`config.mk`:
```
export PLATFORM = sky130hd
export DESIGN_NAME = pipeline_ctrl
export DESIGN_NICKNAME = d
export VERILOG_FILES = /design/src/rtl/kasumi_pkg.sv /design/src/rtl/pipeline_ctrl_hazard_detect.sv /design/src/rtl/pipeline_ctrl.sv
export SDC_FILE = /design/constraint.sdc
export NUM_CORES = 1
export LEC_CHECK = 0
export CORE_ASPECT_RATIO = 0.6
export CORE_MARGIN = 5
export CORE_UTILIZATION = 48
export CTS_BUF_LIST = sky130_fd_sc_hd__clkbuf_16
export DETAILED_ROUTE_END_ITERATION = 6
export GPL_TIMING_DRIVEN = 0
export PLACE_DENSITY = 0.77
export RECOVER_POWER = 100
export REMOVE_ABC_BUFFERS = 1
export SLEW_MARGIN = 20
export SYNTH_ARGS = -nofsm -noshare
export SYNTH_HDL_FRONTEND = slang
export SYNTH_HIERARCHICAL = 1
export SYNTH_SLANG_ARGS = --single-unit
export TNS_END_PERCENT = 30
```
`constraint.sdc`:
```
create_clock -name clk -period 2.9 [get_ports clk]
set_clock_uncertainty 0.1 [all_clocks]
set_input_delay 0.435 -clock clk [delete_from_list [all_inputs] [get_ports clk]]
set_output_delay 0.435 -clock clk [all_outputs]
set_load 0.1 [all_outputs]
```
`src/rtl/kasumi_pkg.sv`:
```
// Shared definitions for the pipeline controller: FSM state codes,
// bit positions inside ex_mem_command, and execute command codes.
package kasumi_pkg;

  // Controller FSM states; code 3 is never entered on purpose and decodes as RUN
  localparam logic [1:0] ST_RUN      = 2'd0;
  localparam logic [1:0] ST_FLUSH    = 2'd1;
  localparam logic [1:0] ST_MEM_WAIT = 2'd2;
  localparam logic [1:0] ST_UNUSED   = 2'd3;

  // Field positions inside ex_mem_command
  localparam int MEMCMD_ACCESS = 0;
  localparam int MEMCMD_WRITE  = 1;
  localparam int MEMCMD_F3_LSB = 2;
  localparam int MEMCMD_F3_MSB = 4;

  // Execute command codes, shared with the execute stage
  typedef enum logic [2:0] {
    EXCMD_ALU    = 3'd0,
    EXCMD_BRANCH = 3'd1,
    EXCMD_JAL    = 3'd2,
    EXCMD_JALR   = 3'd3,
    EXCMD_FENCE  = 3'd4,
    EXCMD_LOAD   = 3'd5,
    EXCMD_STORE  = 3'd6
  } ex_command_e;

  // A memory command is a load when it accesses memory without writing
  function automatic logic is_load(input logic access, input logic write_en);
    return access & ~write_en;
  endfunction

endpackage

```
`src/rtl/pipeline_ctrl_hazard_detect.sv`:
```
// Load-use hazard compare: the EX instruction is a load whose destination
// (other than x0) is read by the instruction currently in ID.
module hazard_detect
  import kasumi_pkg::*;
(
  input  logic [4:0] id_rs1,
  input  logic [4:0] id_rs2,
  input  logic       id_use_rs1,
  input  logic       id_use_rs2,
  input  logic [4:0] ex_reg_d,
  input  logic       ex_mem_access,
  input  logic       ex_mem_write,
  output logic       load_use
);

  logic [4:0] src_reg [2];
  logic [1:0] src_use;
  logic [1:0] src_hit;

  assign src_reg[0] = id_rs1;
  assign src_reg[1] = id_rs2;
  assign src_use    = {id_use_rs2, id_use_rs1};

  // One comparator per source operand
  generate
    for (genvar gi = 0; gi < 2; gi++) begin : g_src
      assign src_hit[gi] = src_use[gi] & (src_reg[gi] == ex_reg_d);
    end
  endgenerate

  assign load_use = is_load(ex_mem_access, ex_mem_write) & (ex_reg_d != 5'd0) & (|src_hit);

endmodule

```
`src/rtl/pipeline_ctrl.sv`:
```
// Hazard and sequencing controller for the 5-stage pipeline: produces the
// per-stage stop/bubble controls for load-use stalls, execute redirects and
// data-memory wait states (with timeout fault).
module pipeline_ctrl
  import kasumi_pkg::*;
#(
  parameter int FLUSH_CYCLES = 1,
  parameter int MEM_TIMEOUT  = 255
) (
  input  logic        clk,
  input  logic        rst_n,
  input  logic [4:0]  id_rs1,
  input  logic [4:0]  id_rs2,
  input  logic        id_use_rs1,
  input  logic        id_use_rs2,
  input  logic [4:0]  ex_reg_d,
  input  logic [4:0]  ex_mem_command,
  input  logic        ex_wb_pc,
  input  logic        mem_req,
  input  logic        mem_ready,
  input  logic        ext_stop,
  output logic        if_stop,
  output logic        id_stop,
  output logic        ex_stop,
  output logic        mem_stop,
  output logic        wb_stop,
  output logic        if_bubble,
  output logic        id_bubble,
  output logic        ex_bubble,
  output logic        mem_fault,
  output logic [1:0]  ctrl_state,
  output logic [31:0] stall_count
);

  logic [1:0]  state_reg, state_next;
  logic [1:0]  flush_cnt_reg, flush_cnt_next;
  logic [7:0]  wait_cnt_reg, wait_cnt_next;
  logic        fault_reg, fault_next;
  logic [31:0] stall_cnt_reg;

  logic        load_use;
  logic        in_wait;
  logic        in_flush;
  logic        wait_active;
  logic [8:0]  wait_calc;
  logic        stop_all_c, if_stop_c, id_stop_c;
  logic        if_bubble_c, id_bubble_c, ex_bubble_c;
  logic        any_stop;
  logic [2:0]  f3_unused;

  // funct3 bits are carried for the memory stage; the controller ignores them
  assign f3_unused = ex_mem_command[MEMCMD_F3_MSB:MEMCMD_F3_LSB];

  hazard_detect u_hazard_detect (
    .id_rs1        (id_rs1),
    .id_rs2        (id_rs2),
    .id_use_rs1    (id_use_rs1),
    .id_use_rs2    (id_use_rs2),
    .ex_reg_d      (ex_reg_d),
    .ex_mem_access (ex_mem_command[MEMCMD_ACCESS]),
    .ex_mem_write  (ex_mem_command[MEMCMD_WRITE]),
    .load_use      (load_use)
  );

  assign in_wait  = (state_reg == ST_MEM_WAIT);
  assign in_flush = (state_reg == ST_FLUSH);
  // Once waiting, only mem_ready ends the wait; from RUN/FLUSH a new wait needs mem_req
  assign wait_active = in_wait ? ~mem_ready : (mem_req & ~mem_ready);
  assign wait_calc   = in_wait ? ({1'b0, wait_cnt_reg} + 9'd1) : 9'd1;

  // Next-state and control decode in priority order: ext_stop, wait, redirect, flush, load-use
  always_comb begin
    state_next     = state_reg;
    flush_cnt_next = flush_cnt_reg;
    wait_cnt_next  = wait_cnt_reg;
    fault_next     = 1'b0;
    stop_all_c     = 1'b0;
    if_stop_c      = 1'b0;
    id_stop_c      = 1'b0;
    if_bubble_c    = 1'b0;
    id_bubble_c    = 1'b0;
    ex_bubble_c    = 1'b0;
    if (ext_stop) begin
      stop_all_c = 1'b1;
    end else if (wait_active) begin
      stop_all_c = 1'b1;
      if (wait_calc >= 9'(MEM_TIMEOUT)) begin
        fault_next    = 1'b1;
        state_next    = ST_RUN;
        wait_cnt_next = 8'd0;
      end else begin
        state_next    = ST_MEM_WAIT;
        wait_cnt_next = wait_calc[7:0];
      end
    end else begin
      // Wait exit and the unused code both fall through to RUN behaviour
      state_next    = ST_RUN;
      wait_cnt_next = 8'd0;
      if (ex_wb_pc) begin
        if_bubble_c = 1'b1;
        id_bubble_c = 1'b1;
        if (FLUSH_CYCLES != 0) begin
          state_next     = ST_FLUSH;
          flush_cnt_next = 2'(FLUSH_CYCLES);
        end
      end else if (in_flush) begin
        id_bubble_c = 1'b1;
        if (flush_cnt_reg <= 2'd1) begin
          flush_cnt_next = 2'd0;
        end else begin
          state_next     = ST_FLUSH;
          flush_cnt_next = flush_cnt_reg - 2'd1;
        end
      end else if (load_use) begin
        if_stop_c   = 1'b1;
        id_stop_c   = 1'b1;
        ex_bubble_c = 1'b1;
      end
    end
  end

  // Stage controls are forced low while reset is held
  assign if_stop   = rst_n & (stop_all_c | if_stop_c);
  assign id_stop   = rst_n & (stop_all_c | id_stop_c);
  assign ex_stop   = rst_n & stop_all_c;
  assign mem_stop  = rst_n & stop_all_c;
  assign wb_stop   = rst_n & stop_all_c;
  assign if_bubble = rst_n & if_bubble_c;
  assign id_bubble = rst_n & id_bubble_c;
  assign ex_bubble = rst_n & ex_bubble_c;
  assign any_stop  = stop_all_c | if_stop_c | id_stop_c;

  // FSM state, counters and fault pulse
  always_ff @(posedge clk or negedge rst_n) begin
    if (!rst_n) begin
      state_reg     <= ST_RUN;
      flush_cnt_reg <= 2'd0;
      wait_cnt_reg  <= 8'd0;
      fault_reg     <= 1'b0;
    end else begin
      state_reg     <= state_next;
      flush_cnt_reg <= flush_cnt_next;
      wait_cnt_reg  <= wait_cnt_next;
      fault_reg     <= fault_next;
    end
  end

  // Saturating count of cycles with any stage held
  always_ff @(posedge clk or negedge rst_n) begin
    if (!rst_n) begin
      stall_cnt_reg <= 32'd0;
    end else if (any_stop && (stall_cnt_reg != 32'hFFFF_FFFF)) begin
      stall_cnt_reg <= stall_cnt_reg + 32'd1;
    end
  end

  assign mem_fault   = fault_reg;
  assign ctrl_state  = state_reg;
  assign stall_count = stall_cnt_reg;

endmodule

```
==> results.yml <==
run_status:
  status: "finished with violations"
  violations: "max-capacitance violations, max-slew violations"
routing:
  vias: 2201
  wire_per_inst_um: 15.6
  initialDrtViolationCount: 107
  wirelength_um: 6190
  drt_drc_violations_left: 0
  drtAntennaViolNets: 0
  drt_first_pass_iters: 4
  viasPerCell: 5.54
floorplanning:
  die_width_um: 103
  ioPinCount: 71
  std_cell_rows: 20
  dieArea_mm2: 0.00680
  initial_utilization_pct: 49.5
  core_area_mm2: 0.00505
  die_h_um: 65.9
grt:
  grt_pass1_wl_um: 10500
  grt_util_all_layers_pct: 19.7
  grt_pass1_vias: 2179
  grt_antenna_before_repair: 0
  grt_max_degree: 32
  grt_overflow: 0
synth:
  async_flop_share_pct: 100
  yosys-mux-area-fraction_pct: 1.35
  yosysSeqAreaShare_pct: 45.0
  ys_types: 47
  syn_area_per_cell_um2: 9.73
  synth_warnings: 6
  synth_top_family_by_area: "simple AND/OR/NAND/NOR gates"
  synth_edf_count: 0
  synth_compound_area_share_pct: 10.7
  synthSimpleGateAreaFrac_pct: 26.2
  syn_inst: 257
  synth_adder_area_share_pct: 1.00
  synthFlopType: "dfrtp_1"
  ys_seq_elements: 45
  synth_xor_area_share_pct: 13.0
  synthesis.area_mm2: 0.00250
pwr:
  pwr-share-comb_pct: 36.4
  powerDensity_mw_per_mm2: 604
  switchingPower_uw: 881
  cellLeakagePower_nw: 1.59
  power_frac_clock_pct: 27.4
  switching_share_pct: 42.5
  pwr-share-seq_pct: 36.3
  max-vdd-ir-drop_uv: 697
  intPower_mw: 1.19
worst_setup_path:
  r2r-end: "stall_count[1]"
  critical_path_class: "input port to output port"
  r2r_setup_slack_ps: 460
  cp_max_fo: 3
  cp-end-kind: "output port"
  cp_data_arrival_time_ps: 2210
  r2r_start: "ctrl_state[1]"
  rr_worst_depth: 8
  critPathLaunchType: "input port"
  crit_start: "id_rs1[0]"
  cp_data_required_time_ps: 2370
timing:
  relSlewSlack_pct: -10.1
  slew_viol_final: 32
  hold_viol_final: 0
  min_period_ps: 2740
  rsz0062_at_grt: "no"
  setup_ws_ps: 159
  setup_viol: 0
  max_freq_ghz: 0.365
  post-route-period-util_pct: 94.5
  worstMarginPinSlew_ps: 1650
hold_path:
  hold_path_end: "stall_count[27]"
  min_path_cells: 1
  hold_class: "register to register"
  hp-start: "stall_count[27]"
placement:
  portBuffers: 67
  gp_congestion: 0.877
  post-place-ws_ps: -1160
  dpl.cell_count: 382
  dp_hpwl_um: 4540
cts:
  clock_sinks: 45
  clkTransAtPathRegs_ps: 70
  cts_inserted_buffers: 5
  cts_buffer_depth: 2
  cts_root_buf: "clkbuf_16"
  insertion_delay_ps: 290
  tritoncts: "yes"
  htree_levels: 2
finish:
  syn_to_final_growth_pct: 37.3
  fin_nets: 360
  largest_reg_flops: 32
  n_antenna_cell: 0
  drive_gt1_share_pct: 9.06
  stdcell_count: 397
  fill_cells: 422
job:
  max-cap-violations: 1
power by group through the flow:
stage,Combinational [mW],Clock (mW),Sequential [mW]
floorplan,0.186,0,1.11
finish,0.754,0.567,0.751
global route,0.790,0.605,0.763
detailed placement,0.759,0,0.763
CTS,0.774,0.570,0.753
global placement,0.750,0,0.762
stage by stage:
stage	TNS (ps)	total power, mW	area [um2]	hold WS [ps]	util (%)
floorplan	-7600	1.30	2450	39.4	-
global placement	-18470	1.51	3200	384	63.3
detailed placement	-8880	1.52	3220	307	63.6
CTS	-42.3	2.10	3430	114	67.8
global route	0	2.16	3430	419	67.9
finish	0	2.07	3430	388	67.9
final cells by class:
| type | count | area (um2) | share of cell area (%) |
|---|---|---|---|
| clock buffers | 5 | 125 | 3.65 |
| clock inverters | 3 | 17.5 | 0.510 |
| inverters | 4 | 15.0 | 0.437 |
| flip-flops and latches | 45 | 1130 | 32.8 |
| repair buffers | 75 | 743 | 21.7 |
| multi-input cells | 199 | 1320 | 38.5 |
| well taps | 66 | 82.6 | 2.41 |
how the worst max path moves through the flow:
stage / depth (start not counted) / to
2_1_floorplan: 3 / ex_stop
4_1_cts: 5 / wb_stop
6_report: 9 / id_stop
3_5_place_dp: 9 / id_stop
3_3_place_gp: 3 / ex_stop
5_1_grt: 4 / mem_stop
cells by family (layout without fill, tap and decap cells):
group,Yosys count,count (layout)
muxes,3,3
buffers and inverters,13,87
and+or+nand+nor,119,119
AOI/OAI and AO/OA,38,38
DFF,45,45
adders and majority gates,2,2
xor gates and xnor gates,37,37
critical path, cell delays in order:
cell	delay, ps
clkdlybuf4s50_1	410
xor2_1	160
nor4_1	270
nand3_1	130
a21oi_2	150
nand3b_1	150
nand2_1	130
and2_4	190
buf_12	170
cell usage after synthesis, drive strengths merged, types with 2 or more instances:
cell	number	area (um2)
a31oi	6	37.5
and2	5	31.3
nor3b	3	22.5
a21o	2	15.0
nor4	3	25.0
nand4b	2	17.5
nand2	23	88.8
dfrtp	45	1130
nand4	11	68.8
and3	8	50.1
nor3	17	85.1
and4	5	45.0
buf	4	33.8
o21ai	8	40.0
ha	2	25.0
mux2	3	33.8
nand2b	4	25.0
clkbuf	5	18.8
nand3	15	75.1
xnor2	16	140
xor2	21	184
nor2	14	52.6
inv	4	15.0
a21oi	8	40.0
nor2b	4	25.0
or3b	2	22.5
a22o	3	26.3
routing by layer:
metal / global-route usage, % / part of all wire, %
met5: 0 / 0
met4: 3.88 / 0.78
met3: 6.01 / 7.5
met2: 28.1 / 42
met1: 29.2 / 50
cell usage in the layout (no fill, tap or decap), drive strengths merged, types with 2 or more instances in the layout:
cell type / instances
a21o: 2
a21oi: 8
a22o: 3
a31oi: 6
and2: 5
and3: 8
and4: 5
buf: 5
clkbuf: 13
clkdlybuf4s15: 2
clkdlybuf4s50: 18
clkinv: 3
dfrtp: 45
dlygate4sd3: 37
dlymetal6s2s: 5
ha: 2
inv: 4
mux2: 3
nand2: 23
nand2b: 4
nand3: 15
nand4: 11
nand4b: 2
nor2: 14
nor2b: 4
nor3: 17
nor3b: 3
nor4: 3
o21ai: 8
or3b: 2
xnor2: 16
xor2: 21
repair_timing:
item,in CTS,in global routing
resized for setup,48,10
setup buffers,4,1
endpoints found under the setup margin,8,18
hold endpoints to repair,1,0
cloned,0,0
hold buffers,2,0
pin swaps,2,2
No activity file was read; power rests on OpenSTA's default activity.
